===== config.mk =====
export PLATFORM = sky130hd
export DESIGN_NAME = seq_shift_unit
export DESIGN_NICKNAME = d
export VERILOG_FILES = /design/src/rtl/shift_pkg.sv /design/src/rtl/shift_step.sv /design/src/rtl/seq_shift_unit.sv
export SDC_FILE = /design/constraint.sdc
export NUM_CORES = 1
export LEC_CHECK = 0
export CORE_ASPECT_RATIO = 1.5
export CORE_MARGIN = 2
export CORE_UTILIZATION = 47
export CTS_CLUSTER_SIZE = 20
export DETAILED_ROUTE_END_ITERATION = 8
export PLACE_DENSITY = 0.87
export SETUP_SLACK_MARGIN = 0.02
export SYNTH_ARGS = -nofsm -noshare
export SYNTH_HDL_FRONTEND = slang
export SYNTH_SLANG_ARGS = --single-unit

===== constraint.sdc =====
create_clock -name clk -period 2 [get_ports clk]
set_input_delay 0.6 -clock clk [delete_from_list [all_inputs] [get_ports clk]]
set_output_delay 0.6 -clock clk [all_outputs]
set_load 0.02 [all_outputs]

===== src/rtl/shift_pkg.sv =====
// ============================================================================
// shift_pkg : shift-mode codes and FSM state encoding for seq_shift_unit
// Rev 1.0
// ============================================================================
`default_nettype none

package shift_pkg;

  localparam logic [1:0] SH_SLL = 2'b00;
  localparam logic [1:0] SH_SRL = 2'b01;
  localparam logic [1:0] SH_SRA = 2'b10;
  localparam logic [1:0] SH_ROL = 2'b11;

  typedef enum logic [1:0] {
    ST_IDLE  = 2'd0,
    ST_SHIFT = 2'd1,
    ST_DONE  = 2'd2
  } state_t;

endpackage

`default_nettype wire


===== src/rtl/shift_step.sv =====
// ============================================================================
// shift_step : combinational one-position shifter (SLL/SRL/SRA/ROL)
// Rev 1.0
// ============================================================================
`default_nettype none

module shift_step
  import shift_pkg::*;
#(
  parameter int WIDTH = 8
) (
  input  logic [WIDTH-1:0] r,
  input  logic [1:0]       mode,
  output logic [WIDTH-1:0] next
);

  always_comb begin
    next = r;
    case (mode)
      SH_SLL:  next = {r[WIDTH-2:0], 1'b0};
      SH_SRL:  next = {1'b0, r[WIDTH-1:1]};
      SH_SRA:  next = {r[WIDTH-1], r[WIDTH-1:1]};
      SH_ROL:  next = {r[WIDTH-2:0], r[WIDTH-1]};
      default: next = r;
    endcase
  end

endmodule

`default_nettype wire


===== src/rtl/seq_shift_unit.sv =====
// ============================================================================
// seq_shift_unit : multi-cycle shifter, one position per clock, start/busy/done
// Rev 1.0
// ============================================================================
`default_nettype none

module seq_shift_unit
  import shift_pkg::*;
#(
  parameter int WIDTH = 8,
  parameter int AMT_W = $clog2(WIDTH)
) (
  input  logic             clk,
  input  logic             rst_n,
  input  logic             start,
  input  logic [WIDTH-1:0] data_in,
  input  logic [AMT_W-1:0] amt,
  input  logic [1:0]       mode,
  output logic             busy,
  output logic             done,
  output logic [WIDTH-1:0] data_out
);

  localparam logic [AMT_W:0] C_AMT_MAX = (AMT_W + 1)'(WIDTH - 1);

  state_t           r_state;
  logic [AMT_W-1:0] r_cnt;
  logic [WIDTH-1:0] r_reg;
  logic [1:0]       r_mode;
  logic             r_busy;
  logic             r_done;

  logic [AMT_W-1:0] w_amt;
  logic [WIDTH-1:0] w_next;

  // Only reachable when WIDTH is not a power of two.
  assign w_amt = ({1'b0, amt} > C_AMT_MAX) ? C_AMT_MAX[AMT_W-1:0] : amt;

  shift_step #(
    .WIDTH (WIDTH)
  ) u_step (
    .r    (r_reg),
    .mode (r_mode),
    .next (w_next)
  );

  always_ff @(posedge clk or negedge rst_n) begin
    if (!rst_n) begin
      r_state <= ST_IDLE;
      r_cnt   <= '0;
      r_reg   <= '0;
      r_mode  <= SH_SLL;
      r_busy  <= 1'b0;
      r_done  <= 1'b0;
    end else begin
      case (r_state)
        ST_IDLE: begin
          r_done <= 1'b0;
          if (start) begin
            r_reg  <= data_in;
            r_cnt  <= w_amt;
            r_mode <= mode;
            r_busy <= 1'b1;
            if (w_amt == '0) begin
              r_state <= ST_DONE;
              r_done  <= 1'b1;
            end else begin
              r_state <= ST_SHIFT;
            end
          end
        end
        ST_SHIFT: begin
          r_reg <= w_next;
          r_cnt <= r_cnt - AMT_W'(1);
          if (r_cnt == AMT_W'(1)) begin
            r_state <= ST_DONE;
            r_done  <= 1'b1;
          end
        end
        ST_DONE: begin
          r_state <= ST_IDLE;
          r_busy  <= 1'b0;
          r_done  <= 1'b0;
        end
        default: begin
          r_state <= ST_IDLE;
          r_busy  <= 1'b0;
          r_done  <= 1'b0;
        end
      endcase
    end
  end

  assign busy     = r_busy;
  assign done     = r_done;
  assign data_out = r_reg;

endmodule

`default_nettype wire


==> results by group, run 1 <==
Critical path
  – WP buf/inv: 1
  – Slowest stage delay, CP: between 600 and 700 ps
  – CP max FO: 4
  – Worst path top cell family by delay: buffers and inverters
  – Worst path slowest cell: clkdlybuf4s50_1
  – Critical path class: flop to output port
  – CP endpoint kind: output port
  – CP startpoint kind: flop
  – Cells along the critical path: clkdlybuf4s50_1
  – Required @ worst endpoint: between 1000 and 1500 ps
  – Crit path DAT: 1330 ps

Die
  – IO Count: 26
  – Die ar.: between 2000 and 3000 um2
  – Placement Rows: 20
  – Die Y: between 60 and 70 um
  – Starting Density: 0.494
  – Die width: 41.7 um
  – Core footprint: between 2000 and 2500 um2

Power and ir drop
  – Comb pwr share: 0.554
  – Net Sw Frac: 0.424
  – Pint: roughly 1.2 mW
  – Sequential Power Share: 0.356
  – VDD IR max: between 0.8 and 0.9 mV
  – Cell Pwr Density: roughly 1600 nW/um2
  – Psw: 0.893 mW
  – Leakage power: ~0.59 nW
  – Clock share of power: 0.090

Synth
  – Seq cells post-synth: 17
  – Synth Cell Area: ~1000 um2
  – Post-synthesis simple-gate area fraction: 0.172
  – Sequential fraction of the synthesis area: 0.424
  – Syn Nets: ~120
  – Yosys warns: 0
  – Mux contribution to synthesized area: 0.106
  – Syn Area/Cell: 9.92 um2
  – Post-Synth Adder-Cell Area: 0.0250
  – Synth Area in XOR/XNOR: 0.0162
  – Main combinational cell family by area after synthesis: compound AO/OA/AOI/OAI gates
  – Cells after Synth: about 100
  – Distinct cell type count after synthesis: 30
  – Complex-gate fraction of the synthesized area: 0.215

Timing
  – Final Skew: about 0.55 ps
  – Hold Fails Final Rpt: 0
  – Final setup margin: 74.9 ps
  – Period Utilization, post-route: 0.963
  – Fin Hold WS: between 500 and 600 ps
  – Setup violators final: 0
  – Fmax: between 500 and 600 MHz
  – Worst slew margin: 0.623
  – Setup total negative slack: 0 ps
  – Unrepaired setup endpoints after global routing: no
  – Max-slew violations: 0
  – Post-layout min period: between 1500 and 2000 ps
  – Slew @ Worst Pin: roughly 570 ps

Final layout
  – Final Non-Filler Cells: between 150 and 200
  – Layout cells sized above 1: 0.0840
  – Antenna cells: 0
  – Layout Utilization: 0.660
  – Area growth syn-to-layout: 33.6%
  – Final nets: 150

Clock network
  – Hold_buf cts: 0
  – Clock Path Buffers: 2
  – Clock Latency Late Sink: about 290 ps
  – CTS Root Buffer Type: clkbuf_4
  – H-Tree Depth: 1
  – Total clock sinks: 17
  – TritonCTS buffer count: 3
  – Postcts setup bufs: 0
  – Clock-pin slew on the worst setup and hold paths: 100 ps
  – CTS tree: done

Placement
  – Cell count after placement: approximately 150
  – GP Congestion: approximately 0.8
  – Detailed Place HPWL: 1740 um
  – Pre-CTS WS: roughly 99 ps
  – I/O Buffers: 25

Routing
  – WL/cell: 14.9 um
  – Post-DRT Antenna Nets: 0
  – Initial DRC Count: 24
  – Vias per cell: roughly 5.7
  – First-pass DRT Iterations: 4
  – Via Count: approximately 870
  – # DRC: 0
  – Routed WL: around 2300 um

GRT
  – Largest net degree at the start of global routing: 22
  – GR Util met3: 0.0208
  – Vias in the first global route: around 830
  – Grt met2 use: 0.346
  – Initial antenna violation count: 0
  – Global route overflow: 0
  – GRT busiest layer: met2
  – GRT met1 Usage: 0.239
  – Total track usage: 0.198
  – First-pass GRT wire length: 3750 um

Flow run
  – Maxcap violations: 0

Hold path
  – Worst Hold Class: flop to flop

Status
  – Status: complete, no violations
==> sequential cells by signal (all words and copies together), names as in the netlist <==
register  count
busy          1
data_out      8
done          1
r_cnt         3
r_mode        2
r_state       2
==> metal layers <==
layer  wire [um]  vias to the layer above
met4          41                        0
met1        1000                      418
met2        1170                       20
met5           0                        -
li1            -                      426
met3          71                        4
==> timing repair <==
action                                  in CTS  in global routing
endpoints found under the setup margin       1                  4
gates resized for setup                      1                  4
pin swaps                                    0                  0
==> power by group through the flow <==
stage / sequential (mW) / clock [mW] / combinational, mW
after global placement: 0.745 / 0 / 1.14
final: 0.749 / 0.190 / 1.16
after floorplan: 0.786 / 0 / 0.703
after global routing: 0.779 / 0.202 / 1.27
after detailed placement: 0.760 / 0 / 1.18
after CTS: 0.751 / 0.192 / 1.18
==> through the flow <==
stage	instance area, um2	power, mW
finish	1340	2.10
global route	1340	2.25
CTS	1330	2.12
detailed placement	1300	1.94
global placement	1300	1.88
floorplan	1000	1.49
==> path summary, 6_finish.rpt <==
| path | slack, ps | end | start | cells after the start |
|---|---|---|---|---|
| worst max-delay path | 70 | data_out[7] | data_out[7]$_DFFE_PN0P_ | 1 |
| worst min-delay path | 510 | busy$_DFFE_PN0P_ | busy$_DFFE_PN0P_ | 2 |
| worst max register to register | 500 | data_out[2]$_DFFE_PN0P_ | r_mode[0]$_DFFE_PN0P_ | 3 |
| worst min register to register | 510 | busy$_DFFE_PN0P_ | busy$_DFFE_PN0P_ | 2 |
| max in group asynchronous | 1200 | r_mode[1]$_DFFE_PN0P_ | rst_n | 2 |
| min in group asynchronous | 610 | r_cnt[1]$_DFFE_PN0P_ | rst_n | 2 |
==> placed cells by master, fill, tap and decap left out, types with 3 or more instances in the layout <==
cell,synthesis,routed
nor3b_1,6,6
dfrtp_1,17,17
clkbuf_4,0,3
o221a_1,3,3
inv_1,7,7
nand2b_1,4,4
dlymetal6s2s_1,0,4
clkdlybuf4s50_1,0,20
nand2_1,3,3
buf_4,0,5
o21ai_0,4,4
nor2_1,9,9
a22oi_1,3,3
nor2b_1,3,3
mux2i_1,5,5
mux2_1,5,5
a21oi_1,5,5
==> cell families (layout without fill, tap and decap cells) <==
logic type	count (synthesis)	count (layout)
AOI/OAI and AO/OA	30	30
xor gates and xnor gates	1	1
adders and majority gates	2	2
buffers and inverters	11	41
DFF	17	17
muxes	10	10
and+or+nand+nor	30	30
==> synth_stat cells <==
master | n | area (um2)
mux2_1 | 5 | 56.3
o21ai_0 | 4 | 20.0
nor3_1 | 1 | 5.00
dfrtp_1 | 17 | 425
a22o_1 | 1 | 8.76
nor2b_1 | 3 | 18.8
nand2_1 | 3 | 11.3
o21bai_1 | 2 | 15.0
nand3b_1 | 1 | 7.51
o221a_1 | 3 | 33.8
xnor2_2 | 1 | 16.3
o22a_1 | 1 | 8.76
nand4b_1 | 1 | 8.76
nor3b_1 | 6 | 45.0
nor2_1 | 9 | 33.8
inv_1 | 7 | 26.3
o221a_2 | 1 | 11.3
a21oi_1 | 5 | 25.0
a22oi_1 | 3 | 22.5
mux2i_1 | 5 | 50.1
o21a_1 | 2 | 15.0
a21boi_0 | 1 | 7.51
a221oi_1 | 2 | 17.5
o22ai_1 | 2 | 12.5
o21ai_1 | 2 | 10.0
clkbuf_1 | 4 | 15.0
and3b_1 | 2 | 17.5
ha_1 | 2 | 25.0
o211ai_1 | 1 | 7.51
nand2b_1 | 4 | 25.0
==> layout make-up <==
class	instances	area [um2]
inverter	7	26.3
clock inverter	1	5.00
multi-input combinational	73	536
clock buffer	3	22.5
timing repair buffer	30	297
sequential	17	425
fill	155	688
tap	22	27.5
No activity file was read; power rests on OpenSTA's default activity.
==> inputs of run 2 (changes only) <==
--- a/config.mk
+++ b/config.mk
@@ -5,6 +5,7 @@
 export SDC_FILE = /design/constraint.sdc
 export NUM_CORES = 1
 export LEC_CHECK = 0
+export CAP_MARGIN = 40
 export CORE_ASPECT_RATIO = 1.5
 export CORE_MARGIN = 2
 export CORE_UTILIZATION = 47
==> results of run 2 <==
Final layout, timing and power as in run 1 (identical DEF).
